### src/rtl/oric_tap_pkg.sv
// oric_tap_pkg: shared constants and state encoding for the Oric TAP loader
package oric_tap_pkg;

    typedef enum logic [2:0] {
        ST_IDLE,
        ST_SYNC,
        ST_MARK,
        ST_HDR,
        ST_NAME,
        ST_DATA,
        ST_DONE,
        ST_ERR
    } tap_state_t;

    localparam logic [7:0] TAP_SYNC       = 8'h16;
    localparam logic [7:0] TAP_MARK       = 8'h24;
    localparam int         TAP_HDR_LEN    = 9;
    localparam logic [7:0] TAP_TYPE_BASIC = 8'h00;
    localparam logic [7:0] TAP_TYPE_MC    = 8'h80;

endpackage

### src/rtl/tap_loader.sv
// tap_loader: parse the first file of an Oric .TAP download into direct RAM writes
module tap_loader
    import oric_tap_pkg::*;
#(
    parameter int MIN_SYNC = 3,
    parameter int NAME_MAX = 16
) (
    input  logic        clk,
    input  logic        reset_n,
    input  logic        ioctl_download,
    input  logic        ioctl_wr,
    input  logic [7:0]  ioctl_dout,
    output logic [15:0] tape_addr,
    output logic [7:0]  tape_dout,
    output logic        tape_wr,
    output logic [15:0] loadpoint,
    output logic [7:0]  file_type,
    output logic        tape_autorun,
    output logic        tape_complete,
    output logic        busy,
    output logic        error
);

    tap_state_t  state, cur;
    logic        dl_prev, dl_rise, dl_fall, auto_flag;
    logic [7:0]  sync_cnt, cnt, name_cnt;
    logic [3:0]  hdr_idx;
    logic [15:0] end_addr, start_addr, addr;
    logic [16:0] remaining;

    // A new download restarts parsing in the same cycle, so a byte arriving with the edge is parsed as a sync byte
    always_comb begin
        dl_rise = ioctl_download & ~dl_prev;
        dl_fall = ~ioctl_download & dl_prev;
        cur     = dl_rise ? ST_SYNC : state;
        cnt     = dl_rise ? 8'd0 : sync_cnt;
    end

    assign busy  = !(state inside {ST_IDLE, ST_DONE, ST_ERR});
    assign error = state == ST_ERR;

    // Parser state machine and RAM write port
    always_ff @(posedge clk or negedge reset_n) begin
        if (!reset_n) begin
            state         <= ST_IDLE;
            dl_prev       <= 1'b0;
            sync_cnt      <= '0;
            name_cnt      <= '0;
            hdr_idx       <= '0;
            end_addr      <= '0;
            start_addr    <= '0;
            addr          <= '0;
            remaining     <= '0;
            auto_flag     <= 1'b0;
            tape_addr     <= '0;
            tape_dout     <= '0;
            tape_wr       <= 1'b0;
            loadpoint     <= '0;
            file_type     <= '0;
            tape_autorun  <= 1'b0;
            tape_complete <= 1'b0;
        end else begin
            dl_prev       <= ioctl_download;
            tape_wr       <= 1'b0;
            tape_complete <= 1'b0;
            if (dl_rise) begin
                state        <= ST_SYNC;
                sync_cnt     <= '0;
                name_cnt     <= '0;
                hdr_idx      <= '0;
                tape_autorun <= 1'b0;
            end
            if (dl_fall && busy) begin
                state <= ST_ERR;
            end else if (ioctl_wr) begin
                case (cur)
                    ST_SYNC: begin
                        if (ioctl_dout == TAP_SYNC)
                            sync_cnt <= (cnt == 8'hFF) ? cnt : cnt + 8'd1;
                        else if (ioctl_dout == TAP_MARK && cnt >= 8'(MIN_SYNC)) begin
                            state   <= ST_HDR;
                            hdr_idx <= '0;
                        end else
                            state <= ST_ERR;
                    end
                    ST_HDR: begin
                        hdr_idx <= hdr_idx + 4'd1;
                        case (hdr_idx)
                            4'd2: file_type <= ioctl_dout;
                            4'd3: auto_flag <= |ioctl_dout;
                            4'd4: end_addr[15:8] <= ioctl_dout;
                            4'd5: end_addr[7:0] <= ioctl_dout;
                            4'd6: start_addr[15:8] <= ioctl_dout;
                            4'd7: start_addr[7:0] <= ioctl_dout;
                            default: ;
                        endcase
                        if (hdr_idx == 4'(TAP_HDR_LEN - 1)) begin
                            if (end_addr < start_addr)
                                state <= ST_ERR;
                            else begin
                                loadpoint <= start_addr;
                                addr      <= start_addr;
                                remaining <= {1'b0, end_addr} - {1'b0, start_addr} + 17'd1;
                                state     <= ST_NAME;
                            end
                        end
                    end
                    ST_NAME: begin
                        if (ioctl_dout == 8'h00)
                            state <= ST_DATA;
                        else if (name_cnt == 8'(NAME_MAX))
                            state <= ST_ERR;
                        else
                            name_cnt <= name_cnt + 8'd1;
                    end
                    ST_DATA: begin
                        tape_wr   <= 1'b1;
                        tape_addr <= addr;
                        tape_dout <= ioctl_dout;
                        addr      <= addr + 16'd1;
                        remaining <= remaining - 17'd1;
                        if (remaining == 17'd1) begin
                            tape_complete <= 1'b1;
                            tape_autorun  <= auto_flag;
                            state         <= ST_DONE;
                        end
                    end
                    default: ;
                endcase
            end
        end
    end

endmodule

### config.mk
export PLATFORM = sky130hd
export DESIGN_NAME = tap_loader
export DESIGN_NICKNAME = d
export VERILOG_FILES = /design/src/rtl/oric_tap_pkg.sv /design/src/rtl/tap_loader.sv
export SDC_FILE = /design/constraint.sdc
export NUM_CORES = 1
export LEC_CHECK = 0
export BUFFER_PORTS_ARGS = -buffer_cell sky130_fd_sc_hd__clkbuf_2
export CAP_MARGIN = 20
export CORE_MARGIN = 3
export CORE_UTILIZATION = 40
export CTS_CLUSTER_DIAMETER = 100
export DETAILED_ROUTE_END_ITERATION = 8
export PLACE_DENSITY_LB_ADDON = 0.2
export SYNTH_ARGS = -nofsm -noshare
export SYNTH_HDL_FRONTEND = slang
export SYNTH_SLANG_ARGS = --single-unit
### constraint.sdc
create_clock -name clk -period 4.8 [get_ports clk]
set_input_delay 0.48 -clock clk [delete_from_list [all_inputs] [get_ports clk]]
set_output_delay 0.48 -clock clk [all_outputs]
set_load 0.03 [all_outputs]
==> impl_metrics.yaml <==
yosys:
  yosysMostFrequentCell: "dfrtp_1"
  syn_inst: 808
  synth-edff-count: 0
  ys.flop_type: "dfrtp_1"
  synthArstFlopShare: 1.000
  ys_seq_area_frac: 0.4345
  synth_cell_types: 72
  synth_seq_cells: 141
  yosysWarnings: 0
  synth_common_cells: "141 x dfrtp_1, 77 x mux2_2, 61 x nor2_1, 58 x o21ai_0, 54 x nand2_1"
  syn-num-nets: 871
  avgSynthCellArea_sq_um: 10.05
  yosysTopAreaCell: "dfrtp_1"
  netlist_area_sq_um: 8120
  ys_top_cells_by_area: "dfrtp_1 43%, mux2_2 11%, ha_1 6.6%"
  yosys.area.top_type_share: 0.4345
critical_path:
  cp.required_ns: 5.11
  critPathLaunchType: "flop"
  crit_end: "addr[0]"
  rr_worst_depth: 10
  r2r-end: "addr[0]"
  r2r_setup_slack_ns: 1.62
  reg2reg_from: "start_addr[5]"
  startpoint: "start_addr[5]"
  end_kind: "flop"
  critPathMaxFanout: 23
  critPathKind: "reg -> reg"
  crit_arrival_ns: 3.50
grt:
  grt_max_degree: 51
  use_met1: 0.2804
  use_met2: 0.2676
  grt_pass1_vias: 5840
  antenna_found_initial: 0
  grtUsageMet3: 0.03230
  grt_pass1_wl_mm: 31.80
  overflow: 0
  grt_busiest_layer: "met1"
  grtUsageTotal: 0.1822
die:
  start_util: 0.4118
  fp.dieArea_sq_um: 22050
  die_y_um: 148.5
  die_w_um: 148.5
  num_rows: 51
  io_pins: 65
  coreArea_sq_um: 19720
status:
  outcome: "complete, no violations"
route:
  vias_per_cell: 5.510
  wl_per_cell_um: 17.15
  vias: 6298
  routed_wl_mm: 19.61
  dr.pass1.iters: 5
  drt_iter0_markers: 471
  ant_nets: 0
  drc: 0
clock_network:
  cts_sinks: 141
  tritoncts: "yes"
  root_buffer: "clkbuf_16"
  clkTransAtPathRegs_ns: 0.07
  clk_path_buf_depth: 2
  cts-htree-levels: 4
  postCtsSetupBuffers: 0
  clk_latency_ns: 0.43
  cts_buffers: 17
place:
  gpl.final_weighted_congestion: 0.8216
  post-place-cells: 1110
  placed_area_sq_um: 8696
  port_buffers: 64
  pre_cts_slack_ns: 1.606
  dp_hpwl_mm: 13.98
power:
  design_power_total_uw: 4755
  ir_worst_vdd_mv: 0.2809
  p_leak_uw: 0.004361
  power_density_nw_per_um2: 511.2
min_path:
  hold_path_class: "in -> reg"
final_layout:
  stdcell_count: 1143
  final_area_sq_um: 9301
  diodes: 0
  final_nets: 928
  syn2layout_area_growth_pct: 14.55
  drive_above_1_share: 0.2278
timing:
  rsz0062_at_grt: "false"
  setup_ws_ns: 1.618
  worstMarginPinSlew_ns: 1.009
  period_needed_ns: 3.182
  setup_tns_ns: 0
  post-route-period-util: 0.6629
  relSlewSlack: 0.3276
  clock_skew_ns: 0.01430
  final-setup-viol-count: 0
  slew_violations: 0
  fmax_mhz: 314.3
  finalHoldViolCount: 0
flow_run:
  cap_viol_max_count: 0
critical path, stage by stage, from the launching register on:
cell and delay (ns):
dfrtp_1 0.46, inv_1 0.11, ha_1 0.31, nand4_1 0.10, a211o_1 0.25, a211o_1 0.28
a21o_1 0.24, a21oi_2 0.77, buf_4 0.30, a21oi_1 0.08, a21o_1 0.16
area by class of cell:
type	instances	area [sq um]
inverter	43	161.4
clock inverter	15	170.2
fill	1888	10420
sequential	141	3528
clock buffer	17	425.4
tap	265	331.6
multi-input combinational	589	4288
timing repair buffer	73	396.6
layout by cell type (no fill, tap or decap), types with 28 or more instances in the layout:
| cell | n |
|---|---|
| a21oi_1 | 52 |
| nor2_1 | 60 |
| o21ai_0 | 58 |
| ha_1 | 43 |
| nand3_1 | 28 |
| clkbuf_2 | 63 |
| dfrtp_1 | 141 |
| nand2_1 | 54 |
| mux2_2 | 77 |
| inv_1 | 43 |
registers in the layout (all words and copies together), names as in the netlist:
register	flops
file_type	8
auto_flag	1
start_addr	16
tape_complete	1
tape_dout	8
tape_autorun	1
tape_addr	16
tape_wr	1
end_addr	16
dl_prev	1
remaining	17
sync_cnt	8
state	3
loadpoint	16
name_cnt	8
hdr_idx	4
addr	16
cells by family (layout without fill, tap and decap cells):
logic type / Yosys count / in the layout / share of synthesized area
AO/OA/AOI/OAI: 195 / 195 / 0.1525
XOR/XNOR: 14 / 14 / 0.01510
adder cells (fa/ha/maj): 51 / 51 / 0.08598
buffers and inverters: 78 / 148 / 0.03821
flip-flops: 141 / 141 / 0.4345
multiplexers: 85 / 85 / 0.1171
AND/OR/NAND/NOR: 244 / 244 / 0.1565
power breakdown:
group          total (uW)  switching, uW  leakage [uW]  internal [uW]
sequential           1680            248       0.00187           1430
clock                1330            587      0.000288            743
combinational        1740           1060       0.00220            682
total                4760           1900       0.00436           2860
layer usage:
metal,vias up,part of all wire
met3,11,0.045
met1,3103,0.50
met2,139,0.45
met4,0,0.0076
met5,-,0
li1,3045,-
how the worst min path moves through the flow:
stage	to	start	cells after the start	slack, ns
2_1_floorplan	addr[0]	reset_n	0	0.18
3_3_place_gp	tape_addr[1]	reset_n	1	0.45
3_5_place_dp	tape_addr[1]	reset_n	1	0.45
4_1_cts	dl_prev	ioctl_download	1	0.23
5_1_grt	dl_prev	ioctl_download	1	0.23
6_report	dl_prev	ioctl_download	1	0.24
through the flow:
stage / hold slack (ns) / utilization
CTS: 0.2298 / 0.4717
global placement: 0.4515 / 0.4410
floorplan: 0.1844 / -
detailed placement: 0.4493 / 0.4410
global route: 0.2333 / 0.4717
finish: 0.2381 / 0.4717
what timing repair did:
item                                   4_1_cts  5_1_grt
gates resized for setup                      0        0
endpoints found under the hold margin        8        0
hold buffers                                 1        0
Power figures use the tool's default switching activity.
